`src/rtl/regfile_rdport_pipe_if.sv`:
```
// Bus bundle for regfile_rdport_pipe: write port, per-port read request/address
// and registered read data, valid strobes and written-register count.
interface regfile_rdport_pipe_if #(
  parameter int unsigned DATA_W = 32,
  parameter int unsigned ADDR_W = 5,
  parameter int unsigned NUM_RD = 2
);
  logic                       we;
  logic [ADDR_W-1:0]          waddr;
  logic [DATA_W-1:0]          wdata;
  logic [NUM_RD-1:0]          rd_en;
  logic [NUM_RD*ADDR_W-1:0]   raddr;
  logic [NUM_RD*DATA_W-1:0]   rdata;
  logic [NUM_RD-1:0]          rd_valid;
  logic [ADDR_W:0]            busy_cnt;

  modport master (
    output we, waddr, wdata, rd_en, raddr,
    input  rdata, rd_valid, busy_cnt
  );

  modport slave (
    input  we, waddr, wdata, rd_en, raddr,
    output rdata, rd_valid, busy_cnt
  );
endinterface

```
`src/rtl/regfile_rdport_pipe.sv`:
```
// Multi-port register file with registered one-cycle-latency read ports.
// Define REGFILE_BYPASS_EN to forward same-edge write data to matching reads.
module regfile_rdport_pipe #(
  parameter int unsigned DATA_W   = 32,
  parameter int unsigned ADDR_W   = 5,
  parameter int unsigned NUM_RD   = 2,
  parameter int unsigned ZERO_REG = 1
) (
  input  logic                   clk,
  input  logic                   rst_n,
  regfile_rdport_pipe_if.slave   rf
);

  localparam int unsigned NREG  = 32'(1) << ADDR_W;
  localparam int unsigned CNT_W = ADDR_W + 1;

  logic [DATA_W-1:0]        mem_q [NREG];
  logic [NREG-1:0]          written_q;
  logic [CNT_W-1:0]         busy_cnt_q, busy_cnt_d;
  logic [NUM_RD*DATA_W-1:0] rdata_q, rdata_d;
  logic [NUM_RD-1:0]        rd_valid_q, rd_valid_d;

  logic                     wr_ok;
  logic                     first_wr;
  logic [DATA_W-1:0]        rd_sel [NUM_RD];
  logic [DATA_W-1:0]        rd_val [NUM_RD];

  // Writes to register 0 are discarded when it is hardwired to zero
  assign wr_ok    = rf.we && !((ZERO_REG != 0) && (rf.waddr == '0));
  assign first_wr = wr_ok && !written_q[rf.waddr];

  always_comb begin
    busy_cnt_d = busy_cnt_q;
    if (first_wr && (busy_cnt_q != CNT_W'(NREG))) begin
      busy_cnt_d = busy_cnt_q + CNT_W'(1);
    end
  end

  // Storage array and first-write tracking
  always_ff @(posedge clk or negedge rst_n) begin
    if (!rst_n) begin
      for (int unsigned i = 0; i < NREG; i++) begin
        mem_q[i] <= '0;
      end
      written_q  <= '0;
      busy_cnt_q <= '0;
    end else begin
      if (wr_ok) begin
        mem_q[rf.waddr]     <= rf.wdata;
        written_q[rf.waddr] <= 1'b1;
      end
      busy_cnt_q <= busy_cnt_d;
    end
  end

  // Per-port binary select tree: level l halves the candidates using address bit l-1
  for (genvar p = 0; p < NUM_RD; p++) begin : g_port
    logic [ADDR_W-1:0] ra;
    assign ra = rf.raddr[p*ADDR_W +: ADDR_W];

    for (genvar l = 0; l <= ADDR_W; l++) begin : g_lvl
      localparam int unsigned LW = NREG >> l;
      logic [DATA_W-1:0] v [LW];
      if (l == 0) begin : g_leaf
        for (genvar k = 0; k < LW; k++) begin : g_k
          assign v[k] = mem_q[k];
        end
      end else begin : g_mux
        for (genvar k = 0; k < LW; k++) begin : g_k
          assign v[k] = ra[l-1] ? g_lvl[l-1].v[2*k+1] : g_lvl[l-1].v[2*k];
        end
      end
    end

    assign rd_sel[p] = g_lvl[ADDR_W].v[0];
  end

  // Value presented to each read register: tree output, optional forward, zero override
  always_comb begin
    for (int unsigned p = 0; p < NUM_RD; p++) begin
      rd_val[p] = rd_sel[p];
`ifdef REGFILE_BYPASS_EN
      if (rf.we && (rf.waddr == rf.raddr[p*ADDR_W +: ADDR_W])) begin
        rd_val[p] = rf.wdata;
      end
`endif
      if ((ZERO_REG != 0) && (rf.raddr[p*ADDR_W +: ADDR_W] == '0)) begin
        rd_val[p] = '0;
      end
    end
  end

  always_comb begin
    rdata_d    = rdata_q;
    rd_valid_d = '0;
    for (int unsigned p = 0; p < NUM_RD; p++) begin
      if (rf.rd_en[p]) begin
        rdata_d[p*DATA_W +: DATA_W] = rd_val[p];
        rd_valid_d[p]               = 1'b1;
      end
    end
  end

  // Read data registers; an idle port holds its last value
  always_ff @(posedge clk or negedge rst_n) begin
    if (!rst_n) begin
      rdata_q    <= '0;
      rd_valid_q <= '0;
    end else begin
      rdata_q    <= rdata_d;
      rd_valid_q <= rd_valid_d;
    end
  end

  assign rf.rdata    = rdata_q;
  assign rf.rd_valid = rd_valid_q;
  assign rf.busy_cnt = busy_cnt_q;

endmodule

```
`src/flat_wrapper.sv`:
```
// flat-port wrapper written by rule: the top's interface ports become plain ports
module regfile_rdport_pipe_flat 
#(
  parameter int unsigned DATA_W   = 32,
  parameter int unsigned ADDR_W   = 5,
  parameter int unsigned NUM_RD   = 2,
  parameter int unsigned ZERO_REG = 1
)
  (clk, rst_n, rf_we, rf_waddr, rf_wdata, rf_rd_en, rf_raddr, rf_rdata, rf_rd_valid, rf_busy_cnt);
  regfile_rdport_pipe_if #(.DATA_W(DATA_W), .ADDR_W(ADDR_W), .NUM_RD(NUM_RD)) rf_i ();
  input  logic clk;
  input  logic rst_n;
  input wire logic [$bits(rf_i.we)-1:0] rf_we;
  input wire logic [$bits(rf_i.waddr)-1:0] rf_waddr;
  input wire logic [$bits(rf_i.wdata)-1:0] rf_wdata;
  input wire logic [$bits(rf_i.rd_en)-1:0] rf_rd_en;
  input wire logic [$bits(rf_i.raddr)-1:0] rf_raddr;
  output wire logic [$bits(rf_i.rdata)-1:0] rf_rdata;
  output wire logic [$bits(rf_i.rd_valid)-1:0] rf_rd_valid;
  output wire logic [$bits(rf_i.busy_cnt)-1:0] rf_busy_cnt;
  assign rf_i.we = rf_we;
  assign rf_i.waddr = rf_waddr;
  assign rf_i.wdata = rf_wdata;
  assign rf_i.rd_en = rf_rd_en;
  assign rf_i.raddr = rf_raddr;
  assign rf_rdata = rf_i.rdata;
  assign rf_rd_valid = rf_i.rd_valid;
  assign rf_busy_cnt = rf_i.busy_cnt;
  regfile_rdport_pipe #(.DATA_W(DATA_W), .ADDR_W(ADDR_W), .NUM_RD(NUM_RD), .ZERO_REG(ZERO_REG)) u_core (.clk(clk), .rst_n(rst_n), .rf(rf_i));
endmodule
```
`config.mk`:
```
export PLATFORM = sky130hd
export DESIGN_NAME = regfile_rdport_pipe_flat
export DESIGN_NICKNAME = d
export VERILOG_FILES = /design/src/rtl/regfile_rdport_pipe_if.sv /design/src/rtl/regfile_rdport_pipe.sv /design/src/flat_wrapper.sv
export SDC_FILE = /design/constraint.sdc
export NUM_CORES = 2
export LEC_CHECK = 0
export BUFFER_PORTS_ARGS = -buffer_cell sky130_fd_sc_hd__buf_2
export CORE_MARGIN = 2
export CORE_UTILIZATION = 40
export CTS_CLUSTER_DIAMETER = 60
export DETAILED_ROUTE_END_ITERATION = 10
export PLACE_DENSITY = 0.67
export RECOVER_POWER = 100
export SLEW_MARGIN = 30
export SYNTH_ARGS = -nofsm -noshare
export SYNTH_HDL_FRONTEND = slang
export SYNTH_SLANG_ARGS = --single-unit
export TNS_END_PERCENT = 30
```
`constraint.sdc`:
```
create_clock -name clk -period 1.8 [get_ports clk]
set_input_delay 0.36 -clock clk [delete_from_list [all_inputs] [get_ports clk]]
set_output_delay 0.36 -clock clk [all_outputs]
set_load 0.005 [all_outputs]
```
==> results.md <==
- antenna violations before repair: 5
- total negative slack for setup checks: -0.1625 ns
- library cell contributing the largest single delay on the critical path: sky130_fd_sc_hd__mux4_2
- routed vias: 39470
- clock period minus final worst setup slack: 1.833 ns
- leakage dissipation: 0.03054 µW
- Clk Latency, worst-skew pair: 0.76 ns
- sequential cell fraction of total power: 0.449
- violated checks: capacitance limit, slew limit, setup timing
- row count: 140
- clock-pin slew of the registers on the worst-case setup and hold paths: 0.06 ns
- length in cells of the worst reg-to-reg path: 5
- Synth top cells by count: 1127 x sky130_fd_sc_hd__dfrtp_1, 927 x sky130_fd_sc_hd__mux2_2, 392 x sky130_fd_sc_hd__mux4_2, 319 x sky130_fd_sc_hd__mux2i_1, 266 x sky130_fd_sc_hd__clkbuf_1
- result of the run: finished, violations left
- Clock Sink Count: 1127
- synthesis-to-layout area growth: 17.78%
- Via-to-Cell Ratio: 6.099
- iteration-0 DRC count of the detailed router: 3118
- number of enable-type register cells in the synthesized netlist: 0
- Slew Viols, Final: 68
- total die area: 150300 µm²
- peak supply drop: 794.0 µV
- number of iterations in the first detailed-routing pass: 5
- global-route track usage on met3: 0.04081
- number of cells on the critical path: 5
- nets in the synthesized netlist: 4250
- H-tree level count: 3
- combinational fraction of design power: 0.200
- startpoint type of the worst setup path: flip-flop
- period utilization: 1.018
- number of maximum-capacitance constraint violations: 2
- Final #Nets: 4506
- crit path max fanout: 2
- number of buffers created by CTS: 121
- cell type contributing the most total cell area after synthesis: sky130_fd_sc_hd__dfrtp_1
- top cell type's share of synthesized area: 0.4791
- DRC errors left: 0
- Crit path largest cell delay: 0.51 ns
- Final Skew: 0.02696 ns
- met2 global-route usage: 0.3935
- share of the yosys chip area belonging to registers: 0.4791
- count of boundary I/O pins: 124
- root cell of the clock tree: sky130_fd_sc_hd__clkbuf_16
- Top delay family on crit path: multiplexers
- Worst EP required: 2.44 ns
- top cells by area, synth: sky130_fd_sc_hd__dfrtp_1 48%, sky130_fd_sc_hd__mux2_2 18%, sky130_fd_sc_hd__mux4_2 15%
- Die X-Extent: 387.6 µm
- Clock Power Share: 0.350
- mean routed wirelength per cell: 27.60 µm
- setup slack of the critical path after layout: -0.03324 ns
- CTS tree: done
- Power Total: 75040 µW
- most crowded layer after global routing: met2
- chain of cells forming the critical path: mux4_2 > o2111ai_4 > o311ai_4 > nor2_2 > mux2_4
- remaining global-route overflow: 0
- total routed wirelength: 178600 µm
- layout cell share with drive strength beyond 1: 0.4912
- via count of the first global-routing pass: 40880
- Routability Congestion: 0.8411
- Total Routing Usage GR: 0.2364
- switch share: 0.2711
- buffers added on ports: 123
- diode count: 0
- post-detail-place hpwl: 117500 µm
- cell internal pwr: 54700 µW
- peak clock frequency supported by timing: 545.5 MHz
- Hold Fails Final Rpt: 0
- largest net degree at the start of global routing: 89
- total power density per cell area: 1082 nW/µm²
- Hold WS: 0.2268 ns
- sw power: 20340 µW
- starting density of the core: 0.4035
- GR met1 Demand/Resource: 0.3128
- Clock Tree Buf Depth: 3
- floorplan die height: 387.6 µm
- number of synthesis warnings: 0
- commonest register cell after synthesis: sky130_fd_sc_hd__dfrtp_1
- path category of the worst min-delay check: in -> async
- Antenna Violating Nets Remaining: 0
- # setup viols final: 11
- CP bufs+invs: 0
- kind of critical path: reg -> reg
- arrival time at the worst endpoint: 2.48 ns
- cell with the most instances after synthesis: sky130_fd_sc_hd__dfrtp_1
- pin slew with the least headroom to its limit: 1.743 ns
- number of storage elements in the synthesis netlist: 1127
- cells after synthesis: 4196
- worst max-slew margin expressed relative to the limit: -0.1623
- placeable core area: 145900 µm²
- wire length of the first global-routing pass: 269300 µm
- kind of capture point of the worst setup path: flip-flop
- RSZ-0062 raised after global routing: yes
- post-synth design cell area: 58870 µm²
- Async SR Flop Fraction: 1.000
- Avg Synthesized Cell Area: 14.03 µm²
- number of distinct library cells after synthesis: 46
-- per-layer routing --
| metal | share of wire | vias to the layer above |
|---|---|---|
| li1 | - | 16520 |
| met1 | 0.41 | 21180 |
| met2 | 0.49 | 1376 |
| met3 | 0.060 | 393 |
| met4 | 0.037 | 2 |
| met5 | 0.000073 | - |
-- worst register-to-register path, cell delays in order, from the launching register on --
cell                        delay [ns]
sky130_fd_sc_hd__dfrtp_1          0.38
sky130_fd_sc_hd__mux4_2           0.51
sky130_fd_sc_hd__o2111ai_4        0.22
sky130_fd_sc_hd__o311ai_4         0.14
sky130_fd_sc_hd__nor2_2           0.17
sky130_fd_sc_hd__mux2_4           0.31
-- worst paths after layout --
kind                       slack [ns]                         startpoint                                 to
max in group asynchronous        0.17                              rst_n   u_core.g_port[0].g_lvl[0].v[500]
min in group clk                 0.23                        rf_raddr[7]                u_core.rf.rdata[63]
hold reg to reg                  0.40  u_core.g_port[0].g_lvl[0].v[1007]  u_core.g_port[0].g_lvl[0].v[1007]
setup reg to reg                -0.03               u_core.written_q[29]              u_core.rf.busy_cnt[1]
setup / recovery                -0.03               u_core.written_q[29]              u_core.rf.busy_cnt[1]
hold / removal                   0.23                              rst_n   u_core.g_port[0].g_lvl[0].v[445]
-- final cells by class --
cell class	count	area, µm²
Fill cell	12580	76580
Tap cell	1917	2399
Timing Repair Buffer	609	5428
Clock inverter	48	644.4
Clock buffer	177	3561
Inverter	68	255.2
Sequential cell	1127	28200
Multi-Input combinational cell	2525	28850
-- power groups by stage --
stage / Combinational [µW] / Sequential (µW) / Clock, µW
after floorplan: 11000 / 32800 / 0
after global placement: 14700 / 33600 / 0
after detailed placement: 15100 / 34000 / 0
after CTS: 15200 / 33600 / 26700
after global routing: 16200 / 34300 / 27700
final: 15000 / 33700 / 26300
-- state kept, by name (all words and copies together), names as in the netlist --
name                   flops
u_core.rf.rdata           64
u_core.rf.busy_cnt         6
u_core.g_port.g_lvl.v   1024
u_core.written_q          31
u_core.rf.rd_valid         2
-- repair_timing --
action	CTS	global route
resized for setup	11	27
hold buffers	1	0
buffers inserted	0	1
endpoints found under the hold margin	588	0
pin swaps	0	9
setup endpoints to repair	9	17
-- logic make-up after synthesis --
logic type | after synthesis | share of synthesized area
compound gates | 579 | 0.06368
xor+xnor | 5 | 0.0007438
fa+ha+maj | 2 | 0.0004250
buf+inv | 544 | 0.04091
flops | 1127 | 0.4791
mux | 1705 | 0.3943
simple gates | 234 | 0.02085
-- cells in the final DEF (no fill, tap or decap), drive strengths merged, types with 3 or more instances in the layout --
master    instances
or2              18
nand2            81
buf             514
nor2             19
nor3              5
dfrtp          1127
o31ai            62
mux4            392
mux2            994
mux2i           319
o22ai           128
bufinv           13
xor2              4
o21ai           188
nand4             3
nor3b             3
inv              72
nand3             9
o221ai           62
nor2b            67
clkinv           26
nand2b           23
a31oi            63
clkinvlp          5
a211oi           63
a2111oi           4
clkbuf          271
-- metrics by stage --
step / util / instance area (µm²) / setup slack (ns) / std cells
2_1_floorplan: - / 59920 / -0.1153 / 4196
3_3_place_gp: 0.4523 / 65990 / -0.6510 / 6244
3_5_place_dp: 0.4523 / 65990 / -0.6567 / 6244
4_1_cts: 0.4814 / 70250 / -0.02982 / 6470
5_1_grt: 0.4752 / 69340 / -0.07934 / 6471
6_report: 0.4752 / 69340 / -0.03324 / 6471
No activity file was read; power rests on OpenSTA's default activity.
